File: config.mk
export PLATFORM = sky130hd
export DESIGN_NAME = multi_cycle_control
export DESIGN_NICKNAME = d
export VERILOG_FILES = /design/src/rtl/ctrl_pkg.sv /design/src/rtl/opcode_classifier.sv /design/src/rtl/multi_cycle_control.sv
export SDC_FILE = /design/constraint.sdc
export NUM_CORES = 1
export LEC_CHECK = 0
export CAP_MARGIN = 20
export CORE_ASPECT_RATIO = 0.9
export CORE_UTILIZATION = 40
export DETAILED_ROUTE_END_ITERATION = 16
export DONT_BUFFER_PORTS = 1
export SLEW_MARGIN = 10
export SYNTH_ARGS = -nofsm -noshare
export SYNTH_HDL_FRONTEND = slang
export SYNTH_HIERARCHICAL = 1
export SYNTH_SLANG_ARGS = --single-unit
File: constraint.sdc
create_clock -name clock -period 2.6 [get_ports clock]
set_clock_uncertainty 0.1 [all_clocks]
set_input_delay 0.13 -clock clock [delete_from_list [all_inputs] [get_ports clock]]
set_output_delay 0.13 -clock clock [all_outputs]
set_load 0.03 [all_outputs]
File: src/rtl/ctrl_pkg.sv
// Shared types and constants for the LEGv8 multi-cycle sequencer:
// state/class encodings, opcode patterns and ALUOp codes.
package ctrl_pkg;

   typedef enum logic [2:0] {
      S_IDLE      = 3'd0,
      S_FETCH     = 3'd1,
      S_DECODE    = 3'd2,
      S_EXECUTE   = 3'd3,
      S_MEMORY    = 3'd4,
      S_WRITEBACK = 3'd5,
      S_FAULT     = 3'd6
   } state_t;

   // ILLEGAL sits at zero so a cleared class register drives no controls
   typedef enum logic [2:0] {
      CLS_ILLEGAL = 3'd0,
      CLS_R       = 3'd1,
      CLS_LD      = 3'd2,
      CLS_ST      = 3'd3,
      CLS_CB      = 3'd4
   } class_t;

   localparam logic [10:0] OP_ADD   = 11'b100_0101_1000;
   localparam logic [10:0] OP_SUB   = 11'b110_0101_1000;
   localparam logic [10:0] OP_AND   = 11'b100_0101_0000;
   localparam logic [10:0] OP_ORR   = 11'b101_0101_0000;
   localparam logic [10:0] OP_LDUR  = 11'b111_1100_0010;
   localparam logic [10:0] OP_STUR  = 11'b111_1100_0000;
   localparam logic [10:0] OP_CBZ   = 11'b101_1010_0000;
   localparam logic [10:0] CBZ_MASK = 11'b111_1111_1000;

   localparam logic [1:0] ALUOP_MEM = 2'b00;
   localparam logic [1:0] ALUOP_CB  = 2'b01;
   localparam logic [1:0] ALUOP_R   = 2'b10;

endpackage

File: src/rtl/opcode_classifier.sv
// Combinational opcode-to-instruction-class decoder for the multi-cycle sequencer.
module opcode_classifier
   import ctrl_pkg::*;
(
   input  logic [10:0] opcode,
   output class_t      cls
);

   always_comb begin
      cls = CLS_ILLEGAL;
      if ((opcode & CBZ_MASK) == OP_CBZ) begin
         cls = CLS_CB;
      end else begin
         case (opcode)
            OP_ADD, OP_SUB, OP_AND, OP_ORR: cls = CLS_R;
            OP_LDUR:                        cls = CLS_LD;
            OP_STUR:                        cls = CLS_ST;
            default:                        cls = CLS_ILLEGAL;
         endcase
      end
   end

endmodule

File: src/rtl/multi_cycle_control.sv
// LEGv8 multi-cycle sequencer (FETCH/DECODE/EXECUTE/MEMORY/WRITEBACK) with a
// memory wait timeout. Define CTRL_PERF_EN to add the retired-instruction counter.
module multi_cycle_control
   import ctrl_pkg::*;
#(
   parameter int unsigned TIMEOUT = 16
) (
   input  logic        clock,
   input  logic        reset,
   input  logic        run,
   input  logic [10:0] opcode,
   input  logic        zero,
   input  logic        mem_ready,
   output logic        mem_req,
   output logic        ir_write,
   output logic        pc_write,
   output logic        pc_src,
   output logic        reg_to_loc,
   output logic        alu_src,
   output logic        mem_to_reg,
   output logic        reg_write,
   output logic        mem_read,
   output logic        mem_write,
   output logic [1:0]  alu_op,
   output logic        busy,
   output logic        fault,
   output logic [2:0]  state
`ifdef CTRL_PERF_EN
   ,
   output logic [31:0] retired
`endif
);

   localparam int unsigned    CW   = $clog2(TIMEOUT + 1);
   localparam logic [CW-1:0] LAST = CW'(TIMEOUT - 1);

   state_t        cur, nxt;
   class_t        cls_dec, cls_q, cls_use;
   logic [CW-1:0] wait_cnt;
   logic          timeout_hit;
   logic          end_instr;

   opcode_classifier u_classifier (
      .opcode (opcode),
      .cls    (cls_dec)
   );

   always_ff @(posedge clock) begin
      if (!reset) begin
         cur      <= S_IDLE;
         cls_q    <= CLS_ILLEGAL;
         wait_cnt <= '0;
      end else begin
         cur <= nxt;
         if (cur == S_DECODE)
            cls_q <= cls_dec;
         if ((cur == S_FETCH || cur == S_MEMORY) && !mem_ready)
            wait_cnt <= wait_cnt + 1'b1;
         else
            wait_cnt <= '0;
      end
   end

   // DECODE already shows the class controls, before the class is latched
   assign cls_use     = (cur == S_DECODE) ? cls_dec : cls_q;
   assign timeout_hit = !mem_ready && (wait_cnt == LAST);

   always_comb begin
      nxt        = cur;
      mem_req    = 1'b0;
      ir_write   = 1'b0;
      pc_write   = 1'b0;
      pc_src     = 1'b0;
      reg_to_loc = 1'b0;
      alu_src    = 1'b0;
      mem_to_reg = 1'b0;
      reg_write  = 1'b0;
      mem_read   = 1'b0;
      mem_write  = 1'b0;
      alu_op     = ALUOP_MEM;
      end_instr  = 1'b0;

      if (cur == S_DECODE || cur == S_EXECUTE || cur == S_MEMORY || cur == S_WRITEBACK) begin
         case (cls_use)
            CLS_R:  alu_op = ALUOP_R;
            CLS_LD: alu_src = 1'b1;
            CLS_ST: begin alu_src = 1'b1; reg_to_loc = 1'b1; end
            CLS_CB: begin alu_op = ALUOP_CB; reg_to_loc = 1'b1; end
            default: ;
         endcase
      end

      case (cur)
         S_IDLE: if (run) nxt = S_FETCH;
         S_FETCH: begin
            mem_req  = 1'b1;
            mem_read = 1'b1;
            if (mem_ready) begin
               ir_write = 1'b1;
               pc_write = 1'b1;
               nxt      = S_DECODE;
            end else if (timeout_hit) begin
               nxt = S_FAULT;
            end
         end
         S_DECODE: nxt = (cls_dec == CLS_ILLEGAL) ? S_FAULT : S_EXECUTE;
         S_EXECUTE: begin
            case (cls_q)
               CLS_R:         nxt = S_WRITEBACK;
               CLS_LD, CLS_ST: nxt = S_MEMORY;
               CLS_CB: begin
                  pc_write  = zero;
                  pc_src    = zero;
                  end_instr = 1'b1;
               end
               default:       nxt = S_FAULT;
            endcase
         end
         S_MEMORY: begin
            mem_req   = 1'b1;
            mem_read  = (cls_q == CLS_LD);
            mem_write = (cls_q == CLS_ST);
            if (mem_ready) begin
               if (cls_q == CLS_LD) nxt = S_WRITEBACK;
               else                 end_instr = 1'b1;
            end else if (timeout_hit) begin
               nxt = S_FAULT;
            end
         end
         S_WRITEBACK: begin
            reg_write  = 1'b1;
            mem_to_reg = (cls_q == CLS_LD);
            end_instr  = 1'b1;
         end
         S_FAULT: nxt = S_FAULT;
         default: nxt = S_IDLE;
      endcase

      if (end_instr)
         nxt = run ? S_FETCH : S_IDLE;
   end

   assign busy  = (cur != S_IDLE) && (cur != S_FAULT);
   assign fault = (cur == S_FAULT);
   assign state = cur;

`ifdef CTRL_PERF_EN
   always_ff @(posedge clock) begin
      if (!reset)
         retired <= '0;
      else if (end_instr)
         retired <= retired + 32'd1;
   end
`endif

endmodule

---- Word level (Yosys, flattened, before mapping) ----
Cells that the tools add are included.
word-level totals
  register bits after elaboration ......... 11
  bits of input ports ..................... 16
cells by class
  $add $sub $neg .......................... 1
  equality and inequality tests ........... 27
  multiplexer cells ....................... 33
  reduce and logical (&&, ||, !) cells .... 18
operators with widths
  operator                number
  $eq A11 B11 Y1 const B  6
  $mux W3                 9
  $pmux W3 S7             1
  $eq A3 B2 Y1 const B    6
  $mux W1                 16
  $eq A3 B3 Y1 const B    5
  $eq A3 B1 Y1 const B    3
  $ne A3 B3 Y1 const B    3
  $pmux W3 S3             1
  $eq A8 B8 Y1 const B    1
  $reduce_or A2 Y1        4
  $logic_not A3 Y1        2
  $pmux W2 S3             1
  $add A5 B1 Y5 const B   1
  $eq A5 B4 Y1 const B    1
  $logic_or A1 B1 Y1      4
  $ne A4 B3 Y1 const B    1
  $pmux W1 S2             2
  $pmux W2 S2             1
  $reduce_and A4 Y1       1
  $reduce_or A4 Y1        1
  $logic_and A1 B1 Y1     3
  $pmux W1 S3             1
  $reduce_bool A3 Y1      1
  other kinds (4)         4

---- Longest topological paths before layout ----
  depth after elaboration ................. 9
  depth in mapped cells ................... 7
  mapped depth without buffers ............ 7

---- Cells and area by module ----
Netlist, hierarchy kept.
by module, submodules not included
  module               instances  cells each  area each (sq um)
  multi_cycle_control  1          104         814.5
  opcode_classifier    1          10          76.3

---- Worst setup path before layout ----
Ideal clock, no wire load.
  path type ............................... reg-to-output
  start point ............................. register cur[2], in the netlist state[2]
  end point ............................... output pc_write
  arrival ................................. 2.271 ns
  path slack .............................. 0.099 ns
  cell stages (with the launch flop) ...... 5
  buffers on the path ..................... 1
  cell sequence ........................... dfxtp_1 buf_4 nand2b_1 nor4_1 or2_2
between the ends
  word-level cells in the longest chain between the ends .. 2
  elaborated cells on any way between the ends .. 3
  those cells by class .................... eq/ne: 2; mux: 1
ends and longest elaborated chain
  element                                       line                       RTL
  start: declaration                            multi_cycle_control.sv:37  state_t cur, nxt;
  start signal: assignment                      multi_cycle_control.sv:54  cur <= nxt;
  $eq A3 B2 Y1 or $eq A3 B1 Y1 (tied branches)  multi_cycle_control.sv:93  case (cur)
  $pmux W1 S2 *                                 multi_cycle_control.sv:93
  end: declaration                              multi_cycle_control.sv:16  output logic pc_write,
Every way passes the cells marked *; elsewhere a longest branch is shown, timed or not.

---- Worst setup path after layout ----
  start point ............................. register cur[0], in the netlist state[0]
  end point ............................... output reg_to_loc
between the ends
  word-level cells in the longest chain between the ends .. 6
  elaborated cells on any way between the ends .. 13
  those cells by class .................... eq/ne: 6; mux: 3; reduce/logical: 4
ends and longest elaborated chain
  element                                       line                                                  RTL
  $eq A3 B2 Y1                                  multi_cycle_control.sv:65, multi_cycle_control.sv:83
  $mux W3                                       --
  $eq A3 B3 Y1 or $eq A3 B2 Y1 (tied branches)  multi_cycle_control.sv:84                             case (cls_use)
  $reduce_or A2 Y1 (no line)                    --
  $mux W1                                       multi_cycle_control.sv:84
  $mux W1 *                                     multi_cycle_control.sv:83                             if (cur == S_DECODE || cur == S_EXECUTE || cur == S_MEMORY || cur == S_WRITEBACK) begin
  end: declaration                              multi_cycle_control.sv:18                             output logic reg_to_loc,
Marked as above.

==> flow_metrics.env <==
export IMPL_outcome="finished clean"
export IMPL_sw_frac_of_total_pct=39.7
export IMPL_fp_dieArea_um2=2420
export IMPL_route_vias_total=843
export IMPL_post_route_min_period_ns=2.35
export IMPL_post_route_period_util_pct=90.4
export IMPL_synth_largest_area_cell="sky130_fd_sc_hd__dfxtp_1"
export IMPL_yosys_area_share_simple_pct=39.9
export IMPL_dp_final_hpwl_mm=1.58
export IMPL_layout_area_overhead_vs_synth_pct=16.2
export IMPL_pin_count=33
export IMPL_path_buf_inv=0
export IMPL_utilization_pct=51.5
export IMPL_numPortBuffers=0
export IMPL_synth_top_cells_by_count="14 x sky130_fd_sc_hd__nor2_1, 11 x sky130_fd_sc_hd__dfxtp_1, 8 x sky130_fd_sc_hd__inv_1, 8 x sky130_fd_sc_hd__nand2_1"
export IMPL_synth_compound_area_share_pct=15.9
export IMPL_power_per_cell_area_nw_per_um2=506
export IMPL_globalRouteTotalUtil_pct=19.1
export IMPL_route_final_wire_length_mm=2.00
export IMPL_max_stage_delay_ns=0.45
export IMPL_top_usage_layer="met2"
export IMPL_remaining_drc_errors=0
export IMPL_layout_drive_gt1_share_pct=16.4
export IMPL_power_frac_comb_pct=39.8
export IMPL_post_synth_mux_area_share_pct=5.76
export IMPL_drv_cap=0
export IMPL_multi_input_area_um2=624
export IMPL_postSynthRegisterBits=11
export IMPL_syn_area_per_cell_um2=7.81
export IMPL_synth_adder_area_share_pct=5.62
export IMPL_count_of_cells_resized_by_post_cts_repair=0
export IMPL_htree_levels=1
export IMPL_cts_tree="done"
export IMPL_finalNonFillerCells=153
export IMPL_cpMaxStageDelayCell="sky130_fd_sc_hd__dfxtp_1"
export IMPL_p_clk_share_pct=22.9
export IMPL_asyncSetResetFlopFracSynth_pct=0
export IMPL_synthCells=114
export IMPL_synth_enable_flop_cells=0
export IMPL_grt_pass1_vias=791
export IMPL_hold_class="in2reg"
export IMPL_leakage_uw=0.000387
export IMPL_insertedDiodeCount=0
export IMPL_critPathRequiredTime_ns=2.37
export IMPL_power_internal_uw=316
export IMPL_post_synth_top_area_fraction_pct=24.7
export IMPL_timing_slew_headroom_pct=62.6
export IMPL_cts_hold_fix_buffers=2
export IMPL_critPathArrivalTime_ns=2.12
export IMPL_critical_path_start_type="flip-flop"
export IMPL_filler_cell_count=202
export IMPL_fmax_mhz=426
export IMPL_worstPathMaxFanout=13
export IMPL_drt_antenna_violating_nets=0
export IMPL_grt_util_met1_pct=24.1
export IMPL_synthesis_area_um2=891
export IMPL_clock_insertion_delay_at_the_later_pin_of_the_skew_report_ns=0.28
export IMPL_post_cts_buffers=0
export IMPL_antenna_found_initial=0
export IMPL_post_place_cells=147
export IMPL_max_slew_worst_pin_slew_ns=0.559
export IMPL_report_final_setup_viol=0
export IMPL_max_clock_path_buffers=2
export IMPL_drv_slew=0
export IMPL_post_synth_num_cell_types=40
export IMPL_detail_route_iter0_violations=27
export IMPL_gr_total_overflow=0
export IMPL_wire_length_of_the_first_global_routing_pass_mm=3.38
export IMPL_timing_setup_tns_ns=0
export IMPL_endpoint_kind="output port"
export IMPL_pin_count_of_the_biggest_net_entering_global_routing=17
export IMPL_synthXorXnorAreaFrac_pct=2.95
export IMPL_synth_seq_area_share_pct=24.7
export IMPL_routability_congestion_estimate=0.869
export IMPL_cts_root_buffer_cell="sky130_fd_sc_hd__clkbuf_4"
export IMPL_use_met2_pct=30.1
export IMPL_synthTopCellsByArea="sky130_fd_sc_hd__dfxtp_1 25%, sky130_fd_sc_hd__nor2_1 5.9%, sky130_fd_sc_hd__ha_1 5.6%"
export IMPL_design_final_nets=149
export IMPL_hold_viol_final=0
export IMPL_tritoncts_buffers=3
export IMPL_critical_path_top_delay_family="simple AND/OR/NAND/NOR gates"
export IMPL_dieWidth_um=51.7
export IMPL_synthMostInstantiatedCell="sky130_fd_sc_hd__nor2_1"
export IMPL_clkSinkCount=11
export IMPL_core_um2=2010
export IMPL_synth_yosys_warnings=6
export IMPL_mappedNetlistNets=134
export IMPL_cts_clk_slew_worst_paths_ns=0.07
export IMPL_path_class="reg2out"
export IMPL_switching_power_uw=208
export IMPL_critical_path_cell_chain="nor3b_4 -> mux2i_1 -> nor3b_1 -> o21a_1"
export IMPL_peakVddDrop_v=0.000273
export IMPL_drt_first_pass_iters=4
export IMPL_seq_area_um2=220
export IMPL_drt_wl_cell_um=13.1
export IMPL_floorplan_initialDensity_pct=44.4
export IMPL_gr_usage_met3_pct=5.50
export IMPL_grt_setup_unrepaired="no"
export IMPL_combinational_family_with_the_most_area_after_synthesis="simple AND/OR/NAND/NOR gates"
export IMPL_sequentialPowerShare_pct=37.4
export IMPL_synth_ff_type="sky130_fd_sc_hd__dfxtp_1"
export IMPL_cell_rows=15
export IMPL_route_detailed_vias_per_inst=5.51
export IMPL_die_y_um=46.8
worst register-to-register path: cells and delay by family, from the launching register on:
family	cells	cell delay [ns]
simple gates	2	0.55
fa+ha+maj	2	0.35
flops	1	0.36
compound gates	3	0.49
worst paths after layout:
kind         slack [ns]        start           to  depth (start not counted)
max                0.25     state[0]   reg_to_loc                          4
min reg2reg        0.35  wait_cnt[0]  wait_cnt[0]                          1
max reg2reg        0.64  wait_cnt[0]     state[0]                          7
min               0.003        reset  wait_cnt[4]                          2
registers in the layout, summed over array words and instances (netlist names):
register  cells
wait_cnt      5
state         3
cls_q         3
layout by cell type (no fill, tap or decap), types with 2 or more instances in the layout:
master,synthesis,routed
sky130_fd_sc_hd__mux2i_1,4,4
sky130_fd_sc_hd__buf_4,1,11
sky130_fd_sc_hd__o31ai_1,2,2
sky130_fd_sc_hd__nor4_1,3,3
sky130_fd_sc_hd__clkbuf_4,0,3
sky130_fd_sc_hd__o21ai_0,3,3
sky130_fd_sc_hd__dfxtp_1,11,11
sky130_fd_sc_hd__nand2_1,8,8
sky130_fd_sc_hd__nor4b_1,2,2
sky130_fd_sc_hd__nand2b_1,6,6
sky130_fd_sc_hd__and2_1,2,2
sky130_fd_sc_hd__or2_2,2,2
sky130_fd_sc_hd__a21oi_1,6,6
sky130_fd_sc_hd__dlygate4sd3_1,0,2
sky130_fd_sc_hd__nor2_1,14,14
sky130_fd_sc_hd__o2111a_1,2,2
sky130_fd_sc_hd__or3_1,2,2
sky130_fd_sc_hd__xnor2_1,2,2
sky130_fd_sc_hd__and4bb_2,2,2
sky130_fd_sc_hd__o21a_1,2,2
sky130_fd_sc_hd__inv_1,8,8
sky130_fd_sc_hd__ha_1,4,4
sky130_fd_sc_hd__nor3b_1,2,2
sky130_fd_sc_hd__nor3_1,6,6
sky130_fd_sc_hd__nor2b_1,3,3
stage by stage:
| stage | hold slack [ns] | cell area, um2 | worst slack (ns) | power, uW |
|---|---|---|---|---|
| after detailed placement | 0.166 | 988 | 0.561 | 403 |
| after global placement | 0.158 | 988 | 0.581 | 403 |
| final | 0.00335 | 1030 | 0.251 | 524 |
| after global routing | 0.0494 | 1030 | 0.115 | 556 |
| after floorplan | 0.152 | 891 | 0.0986 | 358 |
| after CTS | 0.000428 | 1030 | 0.261 | 530 |
cells by family after synthesis:
group,after synthesis
and+or+nand+nor,60
xor gates and xnor gates,3
buffers and inverters,11
adders and majority gates,4
DFF,11
AOI/OAI and AO/OA,20
muxes,5
power groups by stage:
stage               combinational, uW  sequential, uW  clock (uW)
floorplan                         155             203           0
CTS                               208             195         127
detailed placement                203             199           0
global placement                  204             199           0
finish                            208             196         120
global route                      227             198         131
layer usage:
| metal | vias up | part of all wire (%) |
|---|---|---|
| met2 | 25 | 43 |
| li1 | 438 | - |
| met5 | - | 0 |
| met4 | 0 | 2.4 |
| met3 | 6 | 6.1 |
| met1 | 374 | 48 |
cell type report:
class | instances | area share [%]
multi-input cells | 92 | 60.3
flip-flops and latches | 11 | 21.3
repair buffers | 13 | 9.92
well taps | 25 | 3.02
inverters | 8 | 2.90
clock buffers | 4 | 2.54
No activity file was read; power rests on OpenSTA's default activity.
